File: config.mk
export PLATFORM = sky130hd
export DESIGN_NAME = ex_stage
export DESIGN_NICKNAME = d
export VERILOG_FILES = /design/src/rtl/ex_stage_pkg.sv /design/src/rtl/ex_stage_div_unit.sv /design/src/rtl/ex_stage.sv
export SDC_FILE = /design/constraint.sdc
export NUM_CORES = 1
export LEC_CHECK = 0
export BUFFER_PORTS_ARGS = -buffer_cell sky130_fd_sc_hd__clkbuf_2
export CELL_PAD_IN_SITES_DETAIL_PLACEMENT = 0
export CELL_PAD_IN_SITES_GLOBAL_PLACEMENT = 2
export CORE_UTILIZATION = 33
export DETAILED_ROUTE_END_ITERATION = 8
export PLACE_DENSITY = 0.95
export SYNTH_ARGS = -nofsm -noshare
export SYNTH_HDL_FRONTEND = slang
export SYNTH_HIERARCHICAL = 1
export SYNTH_SLANG_ARGS = --single-unit
File: constraint.sdc
create_clock -name vclk -period 7.1
set_input_delay 1.42 -clock vclk [all_inputs]
set_output_delay 1.42 -clock vclk [all_outputs]
set_load 0.01 [all_outputs]
File: src/rtl/ex_stage_pkg.sv
// Shared defines for the execute stage: result-class and operation encodings,
// common constants, divider FSM states and a magnitude helper.
package ex_stage_pkg;

    localparam int DATA_W = 32;
    localparam int ADDR_W = 5;

    localparam logic [2:0] ALUSEL_NOP   = 3'b000;
    localparam logic [2:0] ALUSEL_LOGIC = 3'b001;
    localparam logic [2:0] ALUSEL_SHIFT = 3'b010;
    localparam logic [2:0] ALUSEL_ARITH = 3'b100;
    localparam logic [2:0] ALUSEL_DIV   = 3'b101;

    localparam logic [7:0] ALUOP_AND  = 8'b0010_0100;
    localparam logic [7:0] ALUOP_OR   = 8'b0010_0101;
    localparam logic [7:0] ALUOP_XOR  = 8'b0010_0110;
    localparam logic [7:0] ALUOP_NOR  = 8'b0010_0111;
    localparam logic [7:0] ALUOP_SLL  = 8'b0111_1100;
    localparam logic [7:0] ALUOP_SRL  = 8'b0000_0010;
    localparam logic [7:0] ALUOP_SRA  = 8'b0000_0011;
    localparam logic [7:0] ALUOP_SLT  = 8'b0010_1010;
    localparam logic [7:0] ALUOP_SLTU = 8'b0010_1011;
    localparam logic [7:0] ALUOP_ADDU = 8'b0010_0001;
    localparam logic [7:0] ALUOP_SUBU = 8'b0010_0011;
    localparam logic [7:0] ALUOP_DIV  = 8'b0001_1010;
    localparam logic [7:0] ALUOP_DIVU = 8'b0001_1011;

    localparam logic [DATA_W-1:0] ZERO_WORD     = '0;
    localparam logic [ADDR_W-1:0] NOP_REG_ADDR  = '0;
    localparam logic              RST_ENABLE    = 1'b1;
    localparam logic              WRITE_ENABLE  = 1'b1;
    localparam logic              WRITE_DISABLE = 1'b0;

    typedef enum logic [1:0] {
        DIV_IDLE = 2'd0,
        DIV_BUSY = 2'd1,
        DIV_DONE = 2'd2
    } div_state_e;

    // Magnitude of a two's-complement word when is_signed, otherwise unchanged.
    function automatic logic [DATA_W-1:0] abs_val(input logic [DATA_W-1:0] x,
                                                   input logic is_signed);
        return (is_signed && x[DATA_W-1]) ? (ZERO_WORD - x) : x;
    endfunction

endpackage

File: src/rtl/ex_stage_div_unit.sv
// Iterative 32-step restoring divider (IDLE/BUSY/DONE); present only when
// EX_DIV_EN is defined. Quotient/remainder are driven only in DONE.
`ifdef EX_DIV_EN
module div_unit
    import ex_stage_pkg::*;
(
    input  logic        clk,
    input  logic        rst,
    input  logic        start,
    input  logic        signed_op,
    input  logic [31:0] dividend,
    input  logic [31:0] divisor,
    input  logic        cancel,
    output logic        busy,
    output logic        done,
    output logic [31:0] quotient,
    output logic [31:0] remainder
);

    div_state_e  state_q, state_d;
    logic [4:0]  cnt_q, cnt_d;
    logic [31:0] rem_q, rem_d, quo_q, quo_d, dvsr_q, dvsr_d;
    logic        neg_quo_q, neg_quo_d, neg_rem_q, neg_rem_d;
    logic [32:0] shifted, trial;

    always_comb begin
        state_d   = state_q;
        cnt_d     = cnt_q;
        rem_d     = rem_q;
        quo_d     = quo_q;
        dvsr_d    = dvsr_q;
        neg_quo_d = neg_quo_q;
        neg_rem_d = neg_rem_q;
        shifted   = {rem_q, quo_q[31]};
        trial     = shifted - {1'b0, dvsr_q};

        case (state_q)
            DIV_IDLE: begin
                if (start) begin
                    if (divisor == ZERO_WORD) begin
                        // Divide by zero skips BUSY and reports the raw dividend.
                        state_d   = DIV_DONE;
                        quo_d     = '1;
                        rem_d     = dividend;
                        neg_quo_d = 1'b0;
                        neg_rem_d = 1'b0;
                    end else begin
                        state_d   = DIV_BUSY;
                        cnt_d     = '0;
                        rem_d     = ZERO_WORD;
                        quo_d     = abs_val(dividend, signed_op);
                        dvsr_d    = abs_val(divisor, signed_op);
                        neg_quo_d = signed_op & (dividend[31] ^ divisor[31]);
                        neg_rem_d = signed_op & dividend[31];
                    end
                end
            end
            DIV_BUSY: begin
                if (!trial[32]) begin
                    rem_d = trial[31:0];
                    quo_d = {quo_q[30:0], 1'b1};
                end else begin
                    rem_d = shifted[31:0];
                    quo_d = {quo_q[30:0], 1'b0};
                end
                cnt_d = cnt_q + 5'd1;
                if (cnt_q == 5'd31) state_d = DIV_DONE;
            end
            DIV_DONE: state_d = DIV_IDLE;
            default:  state_d = DIV_IDLE;
        endcase

        if (cancel) begin
            state_d = DIV_IDLE;
            cnt_d   = '0;
        end
    end

    // NOTE: sequential state uses non-blocking assignments so every flop samples pre-edge values.
    always_ff @(posedge clk) begin
        if (rst) begin
            state_q <= DIV_IDLE;
            cnt_q   <= '0;
        end else begin
            state_q <= state_d;
            cnt_q   <= cnt_d;
        end
    end

    // NOTE: datapath flops carry no reset; they are loaded on start and only observed in DONE.
    always_ff @(posedge clk) begin
        rem_q     <= rem_d;
        quo_q     <= quo_d;
        dvsr_q    <= dvsr_d;
        neg_quo_q <= neg_quo_d;
        neg_rem_q <= neg_rem_d;
    end

    assign busy      = (state_q == DIV_BUSY);
    assign done      = (state_q == DIV_DONE);
    assign quotient  = done ? (neg_quo_q ? (ZERO_WORD - quo_q) : quo_q) : ZERO_WORD;
    assign remainder = done ? (neg_rem_q ? (ZERO_WORD - rem_q) : rem_q) : ZERO_WORD;

endmodule
`endif

File: src/rtl/ex_stage.sv
// Execute stage: combinational logic/shift/arith ALU plus stall and HI/LO
// control; the iterative divider is built in only when EX_DIV_EN is defined.
module ex_stage
    import ex_stage_pkg::*;
(
    input  logic        clk,
    input  logic        rst,
    input  logic        flush,
    input  logic [2:0]  alusel_i,
    input  logic [7:0]  aluop_i,
    input  logic [31:0] reg1_i,
    input  logic [31:0] reg2_i,
    input  logic [4:0]  waddr_i,
    input  logic        reg_we_i,
    output logic [4:0]  waddr_o,
    output logic        reg_we_o,
    output logic [31:0] wdata_o,
    output logic        hilo_we_o,
    output logic [31:0] hi_o,
    output logic [31:0] lo_o,
    output logic        stallreq_o
);

    logic        div_class;
    logic [31:0] alu_result;
    logic        stall_raw, hilo_we_raw;
    logic [31:0] hi_raw, lo_raw;

    assign div_class = (alusel_i == ALUSEL_DIV);

    always_comb begin
        alu_result = ZERO_WORD;
        case (alusel_i)
            ALUSEL_LOGIC: begin
                case (aluop_i)
                    ALUOP_OR:  alu_result = reg1_i | reg2_i;
                    ALUOP_AND: alu_result = reg1_i & reg2_i;
                    ALUOP_XOR: alu_result = reg1_i ^ reg2_i;
                    ALUOP_NOR: alu_result = ~(reg1_i | reg2_i);
                    default:   alu_result = ZERO_WORD;
                endcase
            end
            ALUSEL_SHIFT: begin
                case (aluop_i)
                    ALUOP_SLL: alu_result = reg1_i << reg2_i[4:0];
                    ALUOP_SRL: alu_result = reg1_i >> reg2_i[4:0];
                    ALUOP_SRA: alu_result = $signed(reg1_i) >>> reg2_i[4:0];
                    default:   alu_result = ZERO_WORD;
                endcase
            end
            ALUSEL_ARITH: begin
                case (aluop_i)
                    ALUOP_ADDU: alu_result = reg1_i + reg2_i;
                    ALUOP_SUBU: alu_result = reg1_i - reg2_i;
                    ALUOP_SLT:  alu_result = {31'b0, $signed(reg1_i) < $signed(reg2_i)};
                    ALUOP_SLTU: alu_result = {31'b0, reg1_i < reg2_i};
                    default:    alu_result = ZERO_WORD;
                endcase
            end
            default: alu_result = ZERO_WORD;
        endcase
    end

`ifdef EX_DIV_EN
    logic        div_done, unused_div_busy;
    logic [31:0] div_quo, div_rem;

    div_unit u_div (
        .clk       (clk),
        .rst       (rst),
        .start     (div_class && !flush),
        .signed_op (aluop_i == ALUOP_DIV),
        .dividend  (reg1_i),
        .divisor   (reg2_i),
        .cancel    (flush),
        .busy      (unused_div_busy),
        .done      (div_done),
        .quotient  (div_quo),
        .remainder (div_rem)
    );

    // In DONE the stall drops so ID/EX advances and the held DIV is not restarted.
    assign stall_raw   = div_class && !div_done && !flush;
    assign hilo_we_raw = div_done && !flush;
    assign hi_raw      = flush ? ZERO_WORD : div_rem;
    assign lo_raw      = flush ? ZERO_WORD : div_quo;
`else
    logic unused_no_div;
    assign unused_no_div = ^{clk, flush};
    assign stall_raw     = 1'b0;
    assign hilo_we_raw   = 1'b0;
    assign hi_raw        = ZERO_WORD;
    assign lo_raw        = ZERO_WORD;
`endif

    always_comb begin
        waddr_o    = NOP_REG_ADDR;
        reg_we_o   = WRITE_DISABLE;
        wdata_o    = ZERO_WORD;
        hilo_we_o  = 1'b0;
        hi_o       = ZERO_WORD;
        lo_o       = ZERO_WORD;
        stallreq_o = 1'b0;
        if (rst != RST_ENABLE) begin
            waddr_o    = waddr_i;
            reg_we_o   = div_class ? WRITE_DISABLE : reg_we_i;
            wdata_o    = alu_result;
            hilo_we_o  = hilo_we_raw;
            hi_o       = hi_raw;
            lo_o       = lo_raw;
            stallreq_o = stall_raw;
        end
    end

endmodule

==> results.yml, run 1 <==
run_status:
  status: "finished, final reports clean"
finish:
  drive_gt1_frac: 0.157
  utilization: 0.355
  fin_cells: 1826
  final.clkbuf_count: 0
  design.seq.count: 0
  ff_latch_area_sq_um: 0
  area_delta_synth_final_pct: 4.86
  insertedDiodeCount: 0
  layout.nets: 1630
  final_cell_area_sq_um: 10300
grt:
  grt_pass1_wl_um: 57900
  antenna_found_initial: 0
  grt_overflow: 0
  grt_pass1_vias: 9834
  grt_usage: 0.237
  grt_max_degree: 67
pwr:
  ir_drop_mv: 0.0323
  p_per_area_nw_per_um2: 70.9
  p_leak_nw: 4.53
  finalPower_mw: 0.731
timing:
  slew_viol_final: 0
  report.final.setup_viol: 0
  worst_pin_slew_ps: 800
  achievable-frequency_ghz: 0.159
  min_period_ps: 6290
  period_share: 0.886
  rsz0062_at_grt: "no"
  relSlewSlack: 0.453
  setup_tns_ps: 0
  hold_slack_ps: 3120
  hold_viol: 0
  worst_slack_ps: 808
placement:
  io_buffers: 120
  place_congestion: 0.952
  pre_cts_ws_ps: 881
  place_hpwl_um: 29100
  placed_area_sq_um: 10300
  dp.cells: 1826
worst_setup_path:
  arrival_ps: 4870
  crit_path_start_kind: "input port"
  critPathKind: "in2out"
  endpoint_kind: "primary output"
  path_max_fanout: 9
  worstPathRequired_ps: 5680
floorplanning:
  num_io_pins: 188
  core_sq_um: 29000
  die_width_um: 175
  die_y_um: 175
  start_util: 0.339
  dieArea_sq_um: 30500
  row_count: 62
detailed_routing:
  drt_wl_total_um: 37600
  wl_per_cell_um: 20.6
  ant_nets: 0
  viasPerCell: 5.93
  vias: 10800
  first_iter_violations: 990
  dr.pass1.iters: 7
  drc: 0
synthesis:
  yosysUniqueCellTypes: 86
  synth_compound_area_frac: 0.304
  yosysSeqAreaShare: 0
  synth_fa_ha_area_frac: 0.131
  synthSimpleGateAreaFrac: 0.175
  synth_top_family_by_area: "compound AO/OA/AOI/OAI gates"
  yosysWarnings: 6
  netlist_area_sq_um: 9830
  synthXorXnorAreaFrac: 0.0552
  synth.area.mux_share: 0.191
  synth_cells: 1416
  syn_area_per_cell_sq_um: 6.94
clocking:
  ctsResizeCount: 0
  post_cts_buffers: 0
  ctsHoldBuffers: 0
hold_path:
  hold_class: "in2out"
  hold_path_depth: 4
  min_delay_worst_endpoint: "reg_we_o"
  worstHoldStart: "reg_we_i"
flow_run:
  max_cap_violations: 0
[placed cells by master, fill, tap and decap left out, types with 5 or more instances in the layout]
cell,netlist,layout
a31oi_1,20,20
nand4_1,8,8
o21bai_1,10,10
nor2_1,147,147
nand2_1,109,109
a21o_1,11,11
mux2i_1,72,72
conb_1,1,66
a22oi_1,13,13
nor2b_1,15,15
a2111oi_2,6,6
nor4_1,8,8
xnor2_1,52,52
mux4_2,45,45
xor2_1,10,10
nor3_1,30,29
a221oi_1,7,7
mux2_2,12,12
a311oi_1,9,9
o211ai_1,17,17
a2111oi_0,6,6
o31ai_1,15,15
ha_1,100,100
o21ai_1,25,25
o21ai_0,92,92
inv_1,98,97
a21oi_1,121,121
o21a_1,6,6
o22ai_1,25,25
nand2b_1,11,11
inv_2,4,5
a211oi_1,20,20
nand3_1,15,15
clkbuf_2,0,118
or3_1,7,7
o211a_1,7,7
buf_4,72,24
[layout make-up]
type | instances | area [sq um]
repair buffers | 142 | 771
inverters | 102 | 383
multi-input cells | 1198 | 8680
fillers | 3236 | 18700
well taps | 384 | 480
[power breakdown]
part	internal (mW)	switching, mW	leakage [nW]
clock network	0	0	0
logic	0.273	0.459	4.53
registers	0	0	0
total	0.273	0.459	4.53
[worst max-delay path by stage]
| stage | slack (ps) | startpoint | end |
|---|---|---|---|
| CTS | 860 | reg1_i[2] | wdata_o[24] |
| global placement | 890 | reg1_i[2] | wdata_o[24] |
| floorplan | 890 | reg2_i[2] | wdata_o[29] |
| global route | 620 | reg1_i[2] | wdata_o[24] |
| detailed placement | 880 | reg1_i[2] | wdata_o[24] |
| finish | 810 | reg1_i[2] | wdata_o[24] |
[layer usage]
| layer | up-vias | GRT usage | part of all wire |
|---|---|---|---|
| li1 | 5078 | - | - |
| met1 | 5200 | 0.329 | 0.43 |
| met2 | 512 | 0.399 | 0.48 |
| met3 | 46 | 0.0222 | 0.073 |
| met4 | 0 | 0.0453 | 0.021 |
| met5 | - | 0 | 0 |
[synthesized netlist by cell type, types with 6 or more instances]
master | instances | share of area
a21oi_1 | 121 | 0.062
xnor2_1 | 52 | 0.046
nand3_1 | 15 | 0.0076
mux2_2 | 12 | 0.014
mux2i_1 | 72 | 0.073
nand2_1 | 109 | 0.042
nor2b_1 | 15 | 0.0095
inv_1 | 98 | 0.037
clkbuf_1 | 59 | 0.023
or3_1 | 7 | 0.0045
nor2_1 | 147 | 0.056
o21a_1 | 6 | 0.0046
o211ai_1 | 17 | 0.013
mux4_2 | 45 | 0.10
a211oi_1 | 20 | 0.015
a22oi_1 | 13 | 0.0099
o22ai_1 | 25 | 0.016
a31oi_1 | 20 | 0.013
ha_1 | 100 | 0.13
nor3_1 | 30 | 0.015
buf_2 | 33 | 0.017
a2111oi_2 | 6 | 0.0092
a221oi_1 | 7 | 0.0062
buf_4 | 72 | 0.055
o21ai_0 | 92 | 0.047
nand4_1 | 8 | 0.0051
nand2b_1 | 11 | 0.0070
o31ai_1 | 15 | 0.011
o21bai_1 | 10 | 0.0076
buf_1 | 14 | 0.0053
o211a_1 | 7 | 0.0071
o21ai_1 | 25 | 0.013
a2111oi_0 | 6 | 0.0053
a21o_1 | 11 | 0.0084
a311oi_1 | 9 | 0.0080
xor2_1 | 10 | 0.0089
nor4_1 | 8 | 0.0051
[critical path, stage by stage]
cell and delay (ps):
clkbuf_2 200, inv_1 70, ha_1 420, a211oi_1 140, o21ai_1 380, nand4_1 230, a2111oi_2 720, o211a_1 320
nor2_1 60, nor3_2 180, nor3_1 70, o31ai_1 430, clkbuf_2 220
[cells by family after synthesis]
family | count (synthesis)
adders and majority gates | 102
and+or+nand+nor | 379
buffers and inverters | 283
muxes | 130
AOI/OAI and AO/OA | 459
other | 1
xor gates and xnor gates | 62
Power figures use the tool's default switching activity.
==> run 2, diff against run 1 <==
--- a/config.mk
+++ b/config.mk
@@ -9,7 +9,7 @@
 export CELL_PAD_IN_SITES_DETAIL_PLACEMENT = 0
 export CELL_PAD_IN_SITES_GLOBAL_PLACEMENT = 2
-export CORE_UTILIZATION = 33
+export CORE_UTILIZATION = 35
 export DETAILED_ROUTE_END_ITERATION = 8
-export PLACE_DENSITY = 0.95
+export PLACE_DENSITY_LB_ADDON = 0.1
 export SYNTH_ARGS = -nofsm -noshare
 export SYNTH_HDL_FRONTEND = slang
==> constraint.sdc (replaced) <==
create_clock -name vclk -period 7.32
set_input_delay 0.732 -clock vclk [all_inputs]
set_output_delay 0.732 -clock vclk [all_outputs]
set_load 0.01 [all_outputs]
==> run 2 against run 1 <==
First-iteration DRC count is 9.7% higher. Hold slack got worse by 1400 ps. Highest routed layer is now met5. Global-route usage rose by 4.2 points. Flip-flop and latch count did not move. Die area fell by 5.7%.
==> results.yml, run 2 (synthesis results as in run 1) <==
floorplanning:
  start_util: 0.361
  core_sq_um: 27300
  die_width_um: 170
  num_io_pins: 188
  die_y_um: 170
  dieArea_sq_um: 28800
  row_count: 60
timing:
  rsz0062_at_grt: "no"
  worst_pin_slew_ps: 907
  setup_tns_ps: 0
  report.final.setup_viol: 0
  hold_viol: 0
  relSlewSlack: 0.395
  min_period_ps: 5110
  period_share: 0.697
  achievable-frequency_ghz: 0.196
  slew_viol_final: 0
finish:
  design.seq.count: 0
  drive_gt1_frac: 0.154
  layout_commonest_cell: "nor2_1"
  multi_input_comb_area_sq_um: 8680
  final_cell_mix: "nor2_1, a21oi_1, clkbuf_2, nand2_1, ha_1"
  utilization: 0.377
  ff_latch_area_sq_um: 0
  fill_cells: 3041
  area_delta_synth_final_pct: 4.36
  final.clkbuf_count: 0
  layout.nets: 1625
detailed_routing:
  drt_wl_total_um: 41400
  viasPerCell: 5.82
  ant_nets: 0
  dr.pass1.iters: 5
  vias: 10500
  first_iter_violations: 1086
  wl_per_cell_um: 22.9
  drc: 0
hold_path:
  hold_class: "in2out"
  min_delay_worst_endpoint: "reg_we_o"
  worstHoldStart: "reg_we_i"
  hold_path_depth: 4
run_status:
  status: "finished, final reports clean"
worst_setup_path:
  critPathKind: "in2out"
  arrival_ps: 4370
  crit_chain: "buf_4 > buf_4 > mux4_2 > and2_1 > a31oi_1 > nor2_1 > o21ai_1 > o21ai_0 > o211ai_1 > a31oi_1 > clkbuf_2"
  cp_slowest_cell: "o211ai_1"
  path_max_fanout: 41
  startpoint: "reg2_i[0]"
  slowest_delay_ps: 690
  endpoint_kind: "primary output"
  worstPathRequired_ps: 6590
  crit_path_start_kind: "input port"
grt:
  grt_pass1_vias: 9810
  antenna_found_initial: 2
  grt_max_degree: 68
  grt_pass1_wl_um: 61700
  grt_overflow: 0
  grt_usage: 0.280
flow_run:
  max_cap_violations: 0
placement:
  place_congestion: 0.913
  place_hpwl_um: 31900
  io_buffers: 120
clocking:
  ctsResizeCount: 0
  post_cts_buffers: 0
  ctsHoldBuffers: 0
-- run 2: cell types whose count changed in the layout (fill, tap and decap cells not counted) --
| cell | before | now |
|---|---|---|
| diode_2 | 0 | 1 |
| a2111oi_0 | 6 | 5 |
| a2111oi_1 | 0 | 1 |
| buf_4 | 24 | 19 |
-- run 2: area by class of cell --
class / count / share of cell area
antenna: 1 / 0.000244
inverter: 102 / 0.0373
multi-input combinational: 1198 / 0.846
tap: 372 / 0.0454
timing repair buffer: 137 / 0.0714
-- run 2: per-stage QoR --
stage	cell area [sq um]	setup WS (ps)	hold WS, ps	instances
finish	10300	2210	1740	1810
global route	10300	1950	1780	1809
CTS	10300	2190	1750	1809
detailed placement	10300	2210	1750	1809
global placement	10300	2250	1750	1809
floorplan	10100	2490	1510	1481
-- run 2: critical path: cells and delay by family --
kind / cells / cell delay, ps
AOI/OAI and AO/OA: 5 / 1690
buffers and inverters: 3 / 1250
muxes: 1 / 400
and+or+nand+nor: 2 / 260
-- run 2: worst max-delay path by stage --
stage / endpoint / cells past startpoint
final: wdata_o[12] / 11
after global routing: wdata_o[26] / 13
after CTS: wdata_o[24] / 13
after detailed placement: wdata_o[24] / 13
after global placement: wdata_o[26] / 13
after floorplan: wdata_o[29] / 16
-- run 2: per-layer routing --
| metal | global-route usage | up-vias | wire length [um] |
|---|---|---|---|
| met5 | 0 | - | 13 |
| met4 | 0.0443 | 2 | 614 |
| met1 | 0.403 | 5054 | 19100 |
| met2 | 0.448 | 385 | 18900 |
| met3 | 0.0333 | 40 | 2820 |
| li1 | - | 5060 | - |
